$ cat src/rtl/cpu_run_ctrl_pkg.sv
// Shared definitions for the CPU run/step/breakpoint sequencer.
//   run_state_e  : HALT/RUN/STEP encodings driven on run_state
//   halt_cause_e : reason for the most recent halt, driven on halt_cause
//   ECALL_INST   : instruction word that always stops execution
package cpu_run_ctrl_pkg;

  typedef enum logic [1:0] {
    StHalt = 2'b00,
    StRun  = 2'b01,
    StStep = 2'b10
  } run_state_e;

  typedef enum logic [1:0] {
    CauseReset = 2'b00,
    CauseCmd   = 2'b01,
    CauseBp    = 2'b10,
    CauseEcall = 2'b11
  } halt_cause_e;

  localparam logic [31:0] ECALL_INST = 32'h0000_0073;

endpackage

$ cat src/rtl/cpu_stop_detect.sv
// Combinational stop detection for the run controller.
//   skip       in  : suppress detection for the instruction that caused the last stop
//   bp_en      in  : breakpoint enable
//   bp_addr    in  : breakpoint PC
//   pc         in  : current PC
//   inst       in  : current instruction
//   stop_hit   out : current instruction must not commit; controller halts
//   stop_cause out : cause to record (ECALL wins over a breakpoint)
module cpu_stop_detect
  import cpu_run_ctrl_pkg::*;
(
  input  logic        skip,
  input  logic        bp_en,
  input  logic [31:0] bp_addr,
  input  logic [31:0] pc,
  input  logic [31:0] inst,
  output logic        stop_hit,
  output halt_cause_e stop_cause
);

  logic is_ecall;
  logic is_bp;

  always_comb begin
    is_ecall   = (inst == ECALL_INST);
    is_bp      = bp_en && (pc == bp_addr);
    stop_hit   = !skip && (is_ecall || is_bp);
    stop_cause = is_ecall ? CauseEcall : CauseBp;
  end

endmodule

$ cat src/rtl/cpu_run_ctrl.sv
// Run/step/breakpoint sequencer for the single-cycle CPU.
// Drives cpu_en, the commit enable gating every architectural update.
//   clk, rst   : clock, asynchronous active-low reset
//   cmd_run    : pulse, free-run
//   cmd_step   : pulse, execute step_num instructions (0 means 1) then halt
//   cmd_halt   : pulse, halt (highest priority command)
//   step_num   : instructions per step, sampled with cmd_step
//   bp_en      : breakpoint enable
//   bp_addr    : breakpoint PC
//   pc, inst   : current PC and instruction from IFetch
//   cnt_clr    : synchronous clear of the retired counter
//   cpu_en     : commit enable (combinational)
//   run_state  : 00 HALT, 01 RUN, 10 STEP
//   halt_cause : 00 reset, 01 command/step-done, 10 breakpoint, 11 ECALL
//   retired    : committed instruction count, wraps
module cpu_run_ctrl
  import cpu_run_ctrl_pkg::*;
#(
  parameter int unsigned CNT_W  = 32,
  parameter int unsigned STEP_W = 8
) (
  input  logic              clk,
  input  logic              rst,
  input  logic              cmd_run,
  input  logic              cmd_step,
  input  logic              cmd_halt,
  input  logic [STEP_W-1:0] step_num,
  input  logic              bp_en,
  input  logic [31:0]       bp_addr,
  input  logic [31:0]       pc,
  input  logic [31:0]       inst,
  input  logic              cnt_clr,
  output logic              cpu_en,
  output logic [1:0]        run_state,
  output logic [1:0]        halt_cause,
  output logic [CNT_W-1:0]  retired
);

  run_state_e        state_q, state_d;
  halt_cause_e       cause_q, cause_d;
  logic [STEP_W-1:0] step_left_q, step_left_d;
  logic              skip_q, skip_d;
  logic [CNT_W-1:0]  retired_q, retired_d;

  logic        stop_hit;
  halt_cause_e stop_cause;

  cpu_stop_detect u_stop_detect (
    .skip       (skip_q),
    .bp_en      (bp_en),
    .bp_addr    (bp_addr),
    .pc         (pc),
    .inst       (inst),
    .stop_hit   (stop_hit),
    .stop_cause (stop_cause)
  );

  // The stopping instruction never commits: stop_hit gates cpu_en in the same cycle.
  assign cpu_en     = (state_q != StHalt) && !stop_hit;
  assign run_state  = state_q;
  assign halt_cause = cause_q;
  assign retired    = retired_q;

  always_comb begin
    state_d     = state_q;
    cause_d     = cause_q;
    step_left_d = step_left_q;
    skip_d      = skip_q;

    // skip only needs to cover the first committed instruction after a resume.
    if (cpu_en) skip_d = 1'b0;

    case (state_q)
      StHalt: begin
        if (!cmd_halt) begin
          if (cmd_run) begin
            state_d = StRun;
          end else if (cmd_step) begin
            step_left_d = (step_num == '0) ? STEP_W'(1) : step_num;
            state_d     = StStep;
          end
        end
      end
      StRun: begin
        if (stop_hit) begin
          state_d = StHalt;
          cause_d = stop_cause;
          skip_d  = 1'b1;
        end else if (cmd_halt) begin
          state_d = StHalt;
          cause_d = CauseCmd;
        end
      end
      StStep: begin
        if (stop_hit) begin
          state_d     = StHalt;
          cause_d     = stop_cause;
          skip_d      = 1'b1;
          step_left_d = '0;
        end else begin
          // cpu_en is high here, so this instruction commits.
          step_left_d = step_left_q - STEP_W'(1);
          if (cmd_halt || (step_left_q == STEP_W'(1))) begin
            state_d = StHalt;
            cause_d = CauseCmd;
          end
        end
      end
      default: state_d = StHalt;
    endcase
  end

  always_comb begin
    retired_d = cnt_clr ? '0 : retired_q + CNT_W'(cpu_en);
  end

  always_ff @(posedge clk or negedge rst) begin
    if (!rst) begin
      state_q     <= StHalt;
      cause_q     <= CauseReset;
      step_left_q <= '0;
      skip_q      <= 1'b0;
      retired_q   <= '0;
    end else begin
      state_q     <= state_d;
      cause_q     <= cause_d;
      step_left_q <= step_left_d;
      skip_q      <= skip_d;
      retired_q   <= retired_d;
    end
  end

endmodule

$ cat config.mk
export PLATFORM = sky130hd
export DESIGN_NAME = cpu_run_ctrl
export DESIGN_NICKNAME = d
export VERILOG_FILES = /design/src/rtl/cpu_run_ctrl_pkg.sv /design/src/rtl/cpu_stop_detect.sv /design/src/rtl/cpu_run_ctrl.sv
export SDC_FILE = /design/constraint.sdc
export NUM_CORES = 1
export LEC_CHECK = 0
export ABC_CLOCK_PERIOD_IN_PS = 6100
export CORE_MARGIN = 4
export CORE_UTILIZATION = 43
export CTS_CLUSTER_DIAMETER = 100
export DETAILED_ROUTE_END_ITERATION = 10
export PLACE_DENSITY = 0.92
export RECOVER_POWER = 100
export SLEW_MARGIN = 40
export SYNTH_ARGS = -nofsm -noshare
export SYNTH_HDL_FRONTEND = slang
export SYNTH_SLANG_ARGS = --single-unit
export TNS_END_PERCENT = 10
$ cat constraint.sdc
create_clock -name clk -period 6.1 [get_ports clk]
set_clock_uncertainty 0.1 [all_clocks]
set_input_delay 0.915 -clock clk [delete_from_list [all_inputs] [get_ports clk]]
set_output_delay 0.915 -clock clk [all_outputs]
set_load 0.05 [all_outputs]
==> results.toml <==
[setup_path]
worst_ep_arrival_time_ns = 3.53
path_cells = "dlygate4sd3_1 > xnor2_1 > nand4_1 > nor4_1 > nand4bb_1 > nand2_1 > nor2_1 > dlygate4sd3_1"
crit_path_start_kind = "input port"
worst_setup_path_end_kind = "primary output"
cp_top_family = "buffers and inverters"
cp_common_cell = "sky130_fd_sc_hd__dlygate4sd3_1"
start_to_end_type_of_the_worst_setup_path = "in -> out"
critical_path.n_buffers_inverters = 2
path_max_fanout = 8
regToRegSetupSlack_ns = 2.99
required_ns = 5.08
worst_path_slowest_cell = "sky130_fd_sc_hd__dlygate4sd3_1"
max_stage_delay_ns = 0.78

[timing]
finalHoldWorstSlack_ns = 0.430
final_min_period_over_clock_period = 0.745
grt_setup_unrepaired = "no"
drv_slew = 46
fin_tns_setup_ns = 0
finalHoldViolations = 0
worst_pin_slew_ns = 2.34
final_setup_violation_count = 0
finalWorstPathRequiredPeriod_ns = 4.55
max_freq_mhz = 220
max-slew-margin-rel = -0.561

[routing]
drt-pass1-iter-count = 4
initialDrtViolationCount = 65
route.vias.total = 2935
drt-total-wl_um = 8580
ant_nets = 0
via_per_inst = 5.53
routed_wire_length_per_instance_um = 16.2
post-route-drc-count = 0

[yosys]
synth_enable_flop_cells = 0
synth_top_flop_cell = "sky130_fd_sc_hd__dfrtp_1"
number_of_warnings_issued_by_yosys = 0
synth-async-reset-ratio = 1.00
syn-instance-count = 305
synth_seq_area_share = 0.392
synth.net_count = 423
netlist_area_um2 = 2870
synth_seq_cells = 45
avg_cell_area_syn_um2 = 9.41
netlist-cell-type-count = 48

[global_route]
gr-total-overflow = 0
antenna_violations_before_repair = 1
grt_start_max_net_pins = 46
grt_pass1_wl_um = 13400
grt.total_usage = 0.215
first_global_vias = 2949

[cells_and_area]
final-instance-count-excl-fill = 531
layout.cells.most_common = "sky130_fd_sc_hd__clkdlybuf4s50_1"
layout_cells_sized_above_1 = 0.0397
nNetsFinal = 570
syn_to_final_growth_pct = 57.1
stdcell_area_um2 = 4510
post_route_core_utilization = 0.702
final_cell_mix = "sky130_fd_sc_hd__clkdlybuf4s50_1, sky130_fd_sc_hd__dfrtp_1, sky130_fd_sc_hd__xnor2_1"

[run]
max_cap_violations = 1

[pwr]
ir_worst_vdd_v = 0.000114
power.density_nw_per_um2 = 231
power.leakage_nw = 1.90

[clock_tree]
clock_tree.buffer_depth = 2
clk_latency_ns = 0.30
holdBufCountCts = 0
clkSinkCount = 45
resized_cells_post_cts = 0
post_cts.repair.setup_buffers = 0
cts_made_buffers = 5
tritoncts = "built"
root_buffer = "sky130_fd_sc_hd__clkbuf_8"
h_tree_level_count = 2
clk_transition_reported_paths_ns = 0.08

[min_path]
hold_class = "reg -> reg"

[floorplan]
ioPinCount = 148
initial_core_util = 0.447
dieWidth_um = 89.7
floorplan.core_area_um2 = 6420
chipHeight_um = 89.7
design.die.area_um2 = 8040
core.rowCount = 29

[place]
routabilityCongestion = 0.848
dp_hpwl_um = 7130
placed_area_um2 = 4400
place.port_buffers = 147
place_inst = 522

[outcome]
failing_checks = "capacitance limit, slew limit"
outcome = "complete, but fails checks"
[worst register-to-register path, delay by kind of cell (launching register included)]
family,cells,cell delay [ns]
and+or+nand+nor,9,2.11
DFF,1,0.43
AOI/OAI and AO/OA,1,0.15
adders and majority gates,1,0.24
[synthesized netlist by cell type (7+ instances only)]
cell                      number  share of area
sky130_fd_sc_hd__dfrtp_1      45           0.39
sky130_fd_sc_hd__ha_1          7          0.031
sky130_fd_sc_hd__inv_1        12          0.016
sky130_fd_sc_hd__nand2_1      18          0.024
sky130_fd_sc_hd__nand3_1      11          0.019
sky130_fd_sc_hd__nand4_1      13          0.028
sky130_fd_sc_hd__nor2_1       38          0.050
sky130_fd_sc_hd__nor3_1        8          0.014
sky130_fd_sc_hd__nor4_1       13          0.028
sky130_fd_sc_hd__o21ai_0      10          0.017
sky130_fd_sc_hd__xnor2_1      39           0.12
sky130_fd_sc_hd__xor2_1       22          0.067
[sequential cells by signal, indices dropped and copies added (netlist names)]
name,count
run_state,2
step_left_q,8
retired,32
halt_cause,2
skip_q,1
[cells by family after synthesis]
logic type / synth area share
AO/OA/AOI/OAI: 0.0898
XOR/XNOR: 0.186
adder cells (fa/ha/maj): 0.0305
buffers and inverters: 0.0257
flip-flops: 0.392
AND/OR/NAND/NOR: 0.275
[per-layer routing]
metal,vias to the layer above,global-route usage,part of all wire
li1,1379,-,-
met1,1390,0.219,0.35
met2,150,0.428,0.55
met3,16,0.0557,0.085
met4,0,0.0555,0.020
met5,-,0,0
[worst paths after layout]
check,from,to,cells after the start
setup / recovery,bp_addr[13],cpu_en,8
hold / removal,halt_cause[1]$_DFFE_PN0P_,halt_cause[1]$_DFFE_PN0P_,1
setup reg to reg,skip_q$_DFF_PN0_,retired[27]$_DFF_PN0_,11
hold reg to reg,halt_cause[1]$_DFFE_PN0P_,halt_cause[1]$_DFFE_PN0P_,1
max in group asynchronous,rst,retired[7]$_DFF_PN0_,1
min in group asynchronous,rst,retired[9]$_DFF_PN0_,1
[report_power, final]
part	leakage, nW	switching, mW	internal [mW]
Sequential	0.609	0.0419	0.337
Clock	0.0574	0.0978	0.133
Combinational	1.23	0.239	0.192
Total	1.90	0.378	0.662
[layout make-up]
| type | count | area (µm²) |
|---|---|---|
| fill | 485 | 1910 |
| multi-input combinational | 241 | 1660 |
| timing repair buffer | 147 | 1460 |
| sequential | 45 | 1130 |
| tap | 77 | 96.3 |
| clock buffer | 6 | 82.6 |
| inverter | 12 | 45.0 |
| clock inverter | 2 | 37.5 |
| antenna | 1 | 2.50 |
[stage by stage]
step / total power [mW] / setup slack [ns]
CTS: 1.05 / 1.68
floorplan: 0.638 / 1.97
global placement: 0.801 / 1.77
detailed placement: 0.817 / 1.70
global route: 1.10 / 1.33
finish: 1.04 / 1.55
Note: power is estimated with default switching activity, not from simulation.
